## src/rtl/bsmodmul_pkg.sv

```systemverilog
// Shared constants and helpers for the bit-serial modular multiplier.
package bsmodmul_pkg;

  typedef enum logic {
    ST_IDLE = 1'b0,
    ST_ACC  = 1'b1
  } state_t;

  // Modulus p = 2^len - c, returned wide; callers narrow it to len+1 bits.
  function automatic logic [63:0] modp_const(input int len, input int c);
    return (64'd1 << len) - 64'(c);
  endfunction

  function automatic int clog2(input int v);
    int r;
    r = 0;
    for (int i = 0; i < 31; i++) begin
      if ((1 << i) < v) r = i + 1;
    end
    return r;
  endfunction

endpackage

```

## src/rtl/bsmodmul_gen_modaddsub.sv

```systemverilog
// (x + y) mod p for x + y < 2p: one add followed by one conditional subtract.
module modaddsub
  import bsmodmul_pkg::*;
#(
  parameter int LEN = 22,
  parameter int C   = 3
) (
  input  logic [LEN-1:0] x,
  input  logic [LEN-1:0] y,
  output logic [LEN-1:0] s
);

  localparam logic [LEN:0] P = (LEN+1)'(modp_const(LEN, C));

  logic [LEN:0]   sum;
  logic [LEN-1:0] diff;

  // The wrapped LEN-bit difference is exact whenever sum >= p, since sum - p < p.
  always_comb begin
    sum  = {1'b0, x} + {1'b0, y};
    diff = sum[LEN-1:0] - P[LEN-1:0];
    s    = (sum >= P) ? diff : sum[LEN-1:0];
  end

endmodule

```

## src/rtl/bsmodmul_gen.sv

```systemverilog
// Bit-serial modular multiplier q = (a*b) mod (2^LEN - C); a and q serial LSB-first,
// b parallel, fixed latency LEN with back-to-back frames, stall and mid-frame restart.
module bsmodmul_gen
  import bsmodmul_pkg::*;
#(
  parameter int LEN = 22,
  parameter int C   = 3
) (
  input  logic           clk,
  input  logic           reset,
  input  logic           ien,
  input  logic           a,
  input  logic [LEN-1:0] b,
  input  logic           isync,
  output logic           q,
  output logic           osync,
  output logic           busy
);

  localparam int             CW       = clog2(LEN + 1);
  localparam logic [CW-1:0]  CNT_LAST = CW'(LEN - 1);

  state_t         state_q, state_d;
  logic [LEN-1:0] acc_q, acc_d;
  logic [LEN-1:0] pw_q, pw_d;
  logic [LEN-1:0] sreg_q, sreg_d;
  logic [CW-1:0]  cnt_q, cnt_d;
  logic           osync_q, osync_d;

  logic [LEN-1:0] bmod, src, dbl, acc_in, addend, acc_sum;
  logic           last_bit;

  modaddsub #(.LEN(LEN), .C(C)) u_bmod (.x(b),      .y('0),     .s(bmod));
  modaddsub #(.LEN(LEN), .C(C)) u_dbl  (.x(src),    .y(src),    .s(dbl));
  modaddsub #(.LEN(LEN), .C(C)) u_acc  (.x(acc_in), .y(addend), .s(acc_sum));

  // On isync the weight is b itself and the accumulator starts empty.
  always_comb begin
    src      = isync ? bmod : pw_q;
    acc_in   = isync ? '0 : acc_q;
    addend   = a ? src : '0;
    last_bit = !isync && (state_q == ST_ACC) && (cnt_q == CNT_LAST);
  end

  always_ff @(posedge clk or negedge reset) begin
    if (!reset) begin
      state_q <= ST_IDLE;
    end else if (ien) begin
      state_q <= state_d;
    end
  end

  always_comb begin
    state_d = state_q;
    if (isync) begin
      state_d = ST_ACC;
    end else if (last_bit) begin
      state_d = ST_IDLE;
    end
  end

  always_comb begin
    busy = (state_q == ST_ACC);
  end

  always_comb begin
    acc_d   = acc_q;
    pw_d    = pw_q;
    cnt_d   = cnt_q;
    sreg_d  = {1'b0, sreg_q[LEN-1:1]};
    osync_d = 1'b0;
    if (isync) begin
      acc_d = acc_sum;
      pw_d  = dbl;
      cnt_d = CW'(1);
    end else if (state_q == ST_ACC) begin
      acc_d = acc_sum;
      pw_d  = dbl;
      if (last_bit) begin
        cnt_d   = '0;
        sreg_d  = acc_sum;
        osync_d = 1'b1;
      end else begin
        cnt_d = cnt_q + CW'(1);
      end
    end
  end

  always_ff @(posedge clk or negedge reset) begin
    if (!reset) begin
      acc_q   <= '0;
      pw_q    <= '0;
      cnt_q   <= '0;
      sreg_q  <= '0;
      osync_q <= 1'b0;
    end else if (ien) begin
      acc_q   <= acc_d;
      pw_q    <= pw_d;
      cnt_q   <= cnt_d;
      sreg_q  <= sreg_d;
      osync_q <= osync_d;
    end
  end

  always_comb begin
    q     = sreg_q[0];
    osync = osync_q;
  end

endmodule

```

## config.mk

```make
export PLATFORM = sky130hd
export DESIGN_NAME = bsmodmul_gen
export DESIGN_NICKNAME = d
export VERILOG_FILES = /design/src/rtl/bsmodmul_pkg.sv /design/src/rtl/bsmodmul_gen_modaddsub.sv /design/src/rtl/bsmodmul_gen.sv
export SDC_FILE = /design/constraint.sdc
export NUM_CORES = 1
export LEC_CHECK = 0
export BUFFER_PORTS_ARGS = -buffer_cell sky130_fd_sc_hd__buf_2
export CORE_MARGIN = 4
export CORE_UTILIZATION = 65
export CTS_BUF_LIST = sky130_fd_sc_hd__clkbuf_4
export DETAILED_ROUTE_END_ITERATION = 8
export PLACE_DENSITY_LB_ADDON = 0.08
export SYNTH_ARGS = -nofsm -noshare
export SYNTH_HDL_FRONTEND = slang
export SYNTH_SLANG_ARGS = --single-unit
```

## constraint.sdc

```tcl
create_clock -name clk -period 5.6 [get_ports clk]
set_input_delay 0.84 -clock clk [delete_from_list [all_inputs] [get_ports clk]]
set_output_delay 0.84 -clock clk [all_outputs]
set_load 0.1 [all_outputs]
```

==> reports/metrics.cfg, run 1 <==
[status]
outcome=finished, final reports clean

[power_and_ir_drop]
power_per_cell_area_nw_per_um2=242
total_leakage_power_nw=2.95
vdd.ir_drop.worst_mv=0.173
total_power_mw=1.67

[die]
die_area_um2=11300
die_width_um=106
coreArea_um2=9330
num_io_pins=30
rows=35
die_y_um=106
initial_core_util_pct=67.4

[global_routing]
first_global_vias=6039
grt_use_total_pct=31.3
grt_max_degree=74
global_route_wire_length_before_repair_um=28600
antenna_violations_before_repair=0
grt-ovfl-total=0

[finish]
insertedDiodeCount=0
layout_commonest_cell=nand2_1
layout.filler_cells=741
area_delta_synth_final_pct=9.97
top_library_cells_by_usage_in_the_layout_fill_and_taps_aside=nand2_1, dfrtp_1, o21ai_0, nor2b_1
drive_gt1_share_pct=14.7
final_net_count=884

[critical_path]
rr_worst_depth=15
worst_r2r_startpoint=pw_q[9]$_DFFE_PN0P_
series_of_cell_instances_along_the_critical_path=buf_2, inv_1, ha_1, nor2b_1, nor3_2, and3_1, xnor2_1, a21oi_1, and2_1, ha_1, inv_1, fa_1, nand2b_1, a211oi_2, or3_1, nand4_1, or2_2, nor4b_4, nand4_4, buf_4, a211oi_2, nor3_1, a211o_1
path_delay_family=simple AND/OR/NAND/NOR gates
timing.critical_path.fanout_max=9
crit_buf_inv=4
critical_path.startpoint_type=input pin
worst_setup_path_end_kind=register
cpMaxStageDelayCell=fa_1
critical_path.reg2reg.endpoint=sreg_q[4]$_DFFE_PN0P_
regToRegSetupSlack_ps=1420
cp_data_arrival_time_ps=5660
cp_slowest_stage_delay_ps=390
class_of_the_most_critical_setup_path=in2reg
critical_path_required_ps=5940

[sta]
final_worst_path_setup_slack_ps=277
setup_total_negative_slack_ps=0
report.final.hold_viol_count=0
finalCriticalPeriod_ps=5320
setup_viol=0
finalCritPeriodShare_pct=95.1
maxSlewViolCount=0
finalClockSkew_ps=17.9
timing.fmax_mhz=188
worst_pin_slew_ps=1140
timing.max_slew.rel_slack_pct=23.3
grt_setup_unrepaired=false

[placed_design]
finalWeightedCongestion=0.995
placement.setup.worst_slack_ps=-144
post-dp-hpwl_um=13100
io_buffers=29

[clock_network]
post_cts_setup_repair_buffer_count=0
clockRootBuffer=clkbuf_4
cts-buffers-inserted=9
clock_path_buffers=2
post_cts.resized_instances=0
h-tree-depth=3
clkSlewWorstSetupHoldPaths_ps=120
tritoncts=done
worstSkewPairLatency_ps=440
cts.sink_count=73
cts-hold-fix-buffers=0

[detailed_routing]
met1_length_um=7470
route.antenna.remaining_nets=0
maxUsedRoutingLayer=met4
detailroute.wirelength.met3_um=1030
post_drt_via_cell_ratio=6.38
initialDrtViolationCount=563
remaining_drc_errors=0
finalWirelength_um=17200
num_vias=6123
drt-wirelength-per-cell_um=18.0
first_pass_iters=6
met2_length_um=8240

[synth]
synth-edff-count=0
yosys_warnings=0
async_flop_share_pct=100
mean_post_synth_cell_area_um2=7.98
synthDominantCellAreaShare_pct=29.1
syn_inst=788
synth_area_um2=6290
ys_ff_latch=73
synthFlopType=dfrtp_1
synth_seq_area_share_pct=29.1
yosys.cell_types.count=72
synth.area.top_cells=dfrtp_1, nand2_1, ha_1, nor2b_1, o21ai_0
synthesized_netlist_net_count=845
synth_top_area_cell=dfrtp_1

[worst_hold_path]
timing.hold.worst.class=reg2reg
hp-start=acc_q[19]$_DFFE_PN0P_
min_to=acc_q[19]$_DFFE_PN0P_
worstHoldPathCells=2

[run]
cap_viol_max_count=0

## report_power, final
part,internal [mW],switching (mW),leakage [nW],total (mW)
Combinational,0.254,0.382,1.92,0.635
Sequential,0.605,0.0468,0.946,0.652
Clock,0.184,0.199,0.0824,0.383
Total,1.04,0.628,2.95,1.67
## routing by layer
| metal | global-route usage [%] | vias up |
|---|---|---|
| met5 | 0 | - |
| met4 | 13.2 | 0 |
| met3 | 3.95 | 45 |
| met2 | 52.3 | 276 |
| met1 | 40.7 | 2902 |
| li1 | - | 2900 |
## synth_stat cells, drive strengths merged (3+ instances only)
cell       n
a211o      7
nor3b      6
nand2b    11
mux2       4
nor2      41
a2bb2oi   10
buf        7
o31ai      4
a21o      10
nor3      23
o21ai     80
mux2i      6
clkbuf    34
o221ai     4
nor4       8
a221oi     4
or2        7
ha        29
a31oi     17
nand3     27
nor4b      5
o21bai     3
or3        4
a211oi     6
xor2      25
nand2    107
a21oi     41
and2      16
nor2b     52
inv       23
xnor2     27
o211ai     4
nand4     15
o21a       6
and3       8
o2bb2ai    5
dfrtp     73
## logic make-up (layout without fill, tap and decap cells)
group / after synthesis / after routing / share of synthesized area [%]
and+or+nand+nor: 336 / 336 / 28.0
AOI/OAI and AO/OA: 222 / 222 / 23.8
DFF: 73 / 73 / 29.1
buffers and inverters: 65 / 108 / 4.02
xor gates and xnor gates: 52 / 52 / 7.36
adders and majority gates: 30 / 30 / 6.09
muxes: 10 / 10 / 1.67
## final cells by class
cell class / instances / area, µm² / share of cell area (%)
clock buffer: 10 / 75.1 / 1.09
inverter: 24 / 90.1 / 1.30
multi-input combinational: 650 / 4230 / 61.2
timing repair buffer: 69 / 448 / 6.48
clock inverter: 5 / 81.3 / 1.18
sequential: 73 / 1830 / 26.4
tap: 129 / 161 / 2.33
## registers in the layout, summed over array words and instances, names as in the netlist
| signal | flops |
|---|---|
| pw_q | 22 |
| acc_q | 22 |
| cnt_q | 5 |
| osync | 1 |
| busy | 1 |
| sreg_q | 22 |
## how the worst max path moves through the flow
stage	from	end	slack, ps	cells after the start
2_1_floorplan	b[0]	sreg_q[16]$_DFFE_PN0P_	180	22
3_3_place_gp	b[0]	acc_q[7]$_DFFE_PN0P_	20	22
3_5_place_dp	b[0]	sreg_q[4]$_DFFE_PN0P_	-140	23
4_1_cts	b[0]	sreg_q[4]$_DFFE_PN0P_	280	23
5_1_grt	b[0]	sreg_q[16]$_DFFE_PN0P_	20	23
6_report	b[0]	sreg_q[4]$_DFFE_PN0P_	280	23
## metrics by stage
step	util, %	area, µm²	instances	hold slack (ps)
2_1_floorplan	-	6290	788	442
3_3_place_gp	72.4	6750	945	455
3_5_place_dp	72.4	6750	945	463
4_1_cts	74.1	6910	960	492
5_1_grt	74.1	6910	960	522
6_report	74.1	6910	960	484
## worst register-to-register path, cell delays in order (launching register included)
cell       delay [ps]
dfrtp_1           400
nor2b_1           140
or2_2             340
and2_1            170
ha_1              380
nand2_1           120
or3_1             410
a2bb2oi_4         190
a31oi_1           240
xor2_1            280
and3_2            310
nand4_4           180
buf_4             240
a211oi_2          330
nor3_1             90
a211o_1           260
(Power assumes the default switching activity.)
==> run 2, diff against run 1 <==
--- a/config.mk
+++ b/config.mk
@@ -10,7 +10,7 @@
 export CORE_UTILIZATION = 65
 export CTS_BUF_LIST = sky130_fd_sc_hd__clkbuf_4
 export DETAILED_ROUTE_END_ITERATION = 8
-export PLACE_DENSITY_LB_ADDON = 0.08
+export PLACE_DENSITY = 0.84
 export SYNTH_ARGS = -nofsm -noshare
 export SYNTH_HDL_FRONTEND = slang
 export SYNTH_SLANG_ARGS = --single-unit
==> reports/metrics.cfg, run 2 (synthesis results as in run 1) <==
[detailed_routing]
num_vias=6133
remaining_drc_errors=0
post_drt_via_cell_ratio=6.35
drt-wirelength-per-cell_um=17.6
finalWirelength_um=17000
initialDrtViolationCount=442
first_pass_iters=5
route.antenna.remaining_nets=0

[status]
outcome=finished, final reports clean

[critical_path]
cp_slowest_stage_delay_ps=360
timing.critical_path.fanout_max=9
cp_data_arrival_time_ps=5590
worst_path_most_repeated_cell=buf_4
series_of_cell_instances_along_the_critical_path=buf_2, inv_1, ha_1, nor2b_1, nor3_2, nand3_1, nor2_1, o2bb2ai_1, and2_1, ha_1, buf_4, nand4_1, nor3_1, a21oi_1, o211ai_2, xnor2_1, nor4_2, buf_4, nand4_4, buf_4, a211oi_2, nor3_1, a211o_1
worst_r2r_startpoint=pw_q[9]$_DFFE_PN0P_
critical_path.startpoint_type=input pin
setup.worst_path.start=b[0]
critical_path_required_ps=5920
cpMaxStageDelayCell=nor2_1
class_of_the_most_critical_setup_path=in2reg
worst_setup_path_end_kind=register

[finish]
top_library_cells_by_usage_in_the_layout_fill_and_taps_aside=nand2_1, dfrtp_1, o21ai_0, nor2b_1, buf_4
sequential_cell_area_um2=1830
final_net_count=890
area_delta_synth_final_pct=10.4
drive_gt1_share_pct=15.4
layout_commonest_cell=nand2_1
area_of_the_multi_input_gates_um2=4240
insertedDiodeCount=0
final_area_um2=6940
layout.filler_cells=739
top_regs=acc_q: 22 flops, pw_q: 22 flops, sreg_q: 22 flops

[run]
cap_viol_max_count=0

[clock_network]
cts.sink_count=73
cts-hold-fix-buffers=0
clkSlewWorstSetupHoldPaths_ps=130
cts-buffers-inserted=9
worstSkewPairLatency_ps=430
tritoncts=done
clockRootBuffer=clkbuf_4
clock_path_buffers=2
h-tree-depth=3

[power_and_ir_drop]
vdd.ir_drop.worst_mv=0.165
total_power_mw=1.63
power_per_cell_area_nw_per_um2=235
total_leakage_power_nw=2.98

[die]
die_y_um=106
die_area_um2=11300
rows=35
coreArea_um2=9330
num_io_pins=30
initial_core_util_pct=67.4
die_width_um=106

[global_routing]
grt_max_degree=74
antenna_violations_before_repair=0
global_route_wire_length_before_repair_um=28200
first_global_vias=5821
grt_use_total_pct=30.8
grt-ovfl-total=0

[placed_design]
placement.setup.worst_slack_ps=-106
finalWeightedCongestion=1.04
post-dp-hpwl_um=13000
io_buffers=29
dpl_cell_area_um2=6800

[sta]
timing.fmax_mhz=190
timing.max_slew.rel_slack_pct=29.5
setup_viol=0
finalCritPeriodShare_pct=94.1
finalCriticalPeriod_ps=5270
final_worst_path_setup_slack_ps=330
finalClockSkew_ps=22.3
maxSlewViolCount=0
worst_pin_slew_ps=1050
grt_setup_unrepaired=false
report.final.hold_viol_count=0

[worst_hold_path]
timing.hold.worst.class=reg2reg
hp-start=acc_q[17]$_DFFE_PN0P_

-- run 2: cell count changes in the layout (fill, tap and decap cells not counted) --
cell	before	now
buf_4	41	47
bufinv_16	2	1
clkinv_2	1	2
clkinv_4	1	2
clkinvlp_4	1	0
o311ai_1	2	1
o311ai_2	0	1
-- run 2: routing by layer --
metal  vias up  global-route usage, %  share of wire, %
li1       2915                      -                 -
met1      2940                   41.0                45
met2       236                   51.4                47
met3        42                   4.49               5.4
met4         0                   10.3               2.8
met5         -                      0                 0
-- run 2: critical path: cells and delay by family --
family / cells / cell delay (ps)
adders and majority gates: 2 / 500
AOI/OAI and AO/OA: 5 / 1260
xor gates and xnor gates: 1 / 190
buffers and inverters: 5 / 750
and+or+nand+nor: 10 / 2010
-- run 2: worst paths after layout --
check	endpoint	cells after the start	slack, ps
hold reg to reg	acc_q[17]$_DFFE_PN0P_	2	490
hold / removal	acc_q[17]$_DFFE_PN0P_	2	490
setup / recovery	sreg_q[4]$_DFFE_PN0P_	23	330
setup reg to reg	sreg_q[4]$_DFFE_PN0P_	15	1490
min in group asynchronous	cnt_q[4]$_DFFE_PN0P_	1	510
max in group asynchronous	sreg_q[19]$_DFFE_PN0P_	1	4440
-- run 2: repair_timing --
item,in CTS,in global routing
resized for setup,0,3
setup buffers,0,0
endpoints found under the setup margin,0,19
-- run 2: area by class of cell --
| class | instances | share of cell area [%] |
|---|---|---|
| clock inverters | 5 | 0.829 |
| flip-flops and latches | 73 | 26.3 |
| well taps | 129 | 2.32 |
| clock buffers | 10 | 1.08 |
| multi-input cells | 650 | 61.1 |
| repair buffers | 75 | 7.10 |
| inverters | 24 | 1.30 |
-- run 2: power breakdown --
part	total [mW]	internal (mW)	switching, mW
sequential	0.651	0.605	0.0465
clock	0.336	0.139	0.197
combinational	0.643	0.263	0.380
total	1.63	1.01	0.623
-- run 2: through the flow --
stage / setup TNS (ps) / instances / hold slack, ps / util [%]
4_1_cts: 0 / 966 / 494 / 74.3
3_5_place_dp: -559 / 951 / 464 / 72.9
3_3_place_gp: 0 / 951 / 457 / 72.9
2_1_floorplan: 0 / 788 / 442 / -
6_report: 0 / 966 / 488 / 74.4
5_1_grt: 0 / 966 / 515 / 74.4
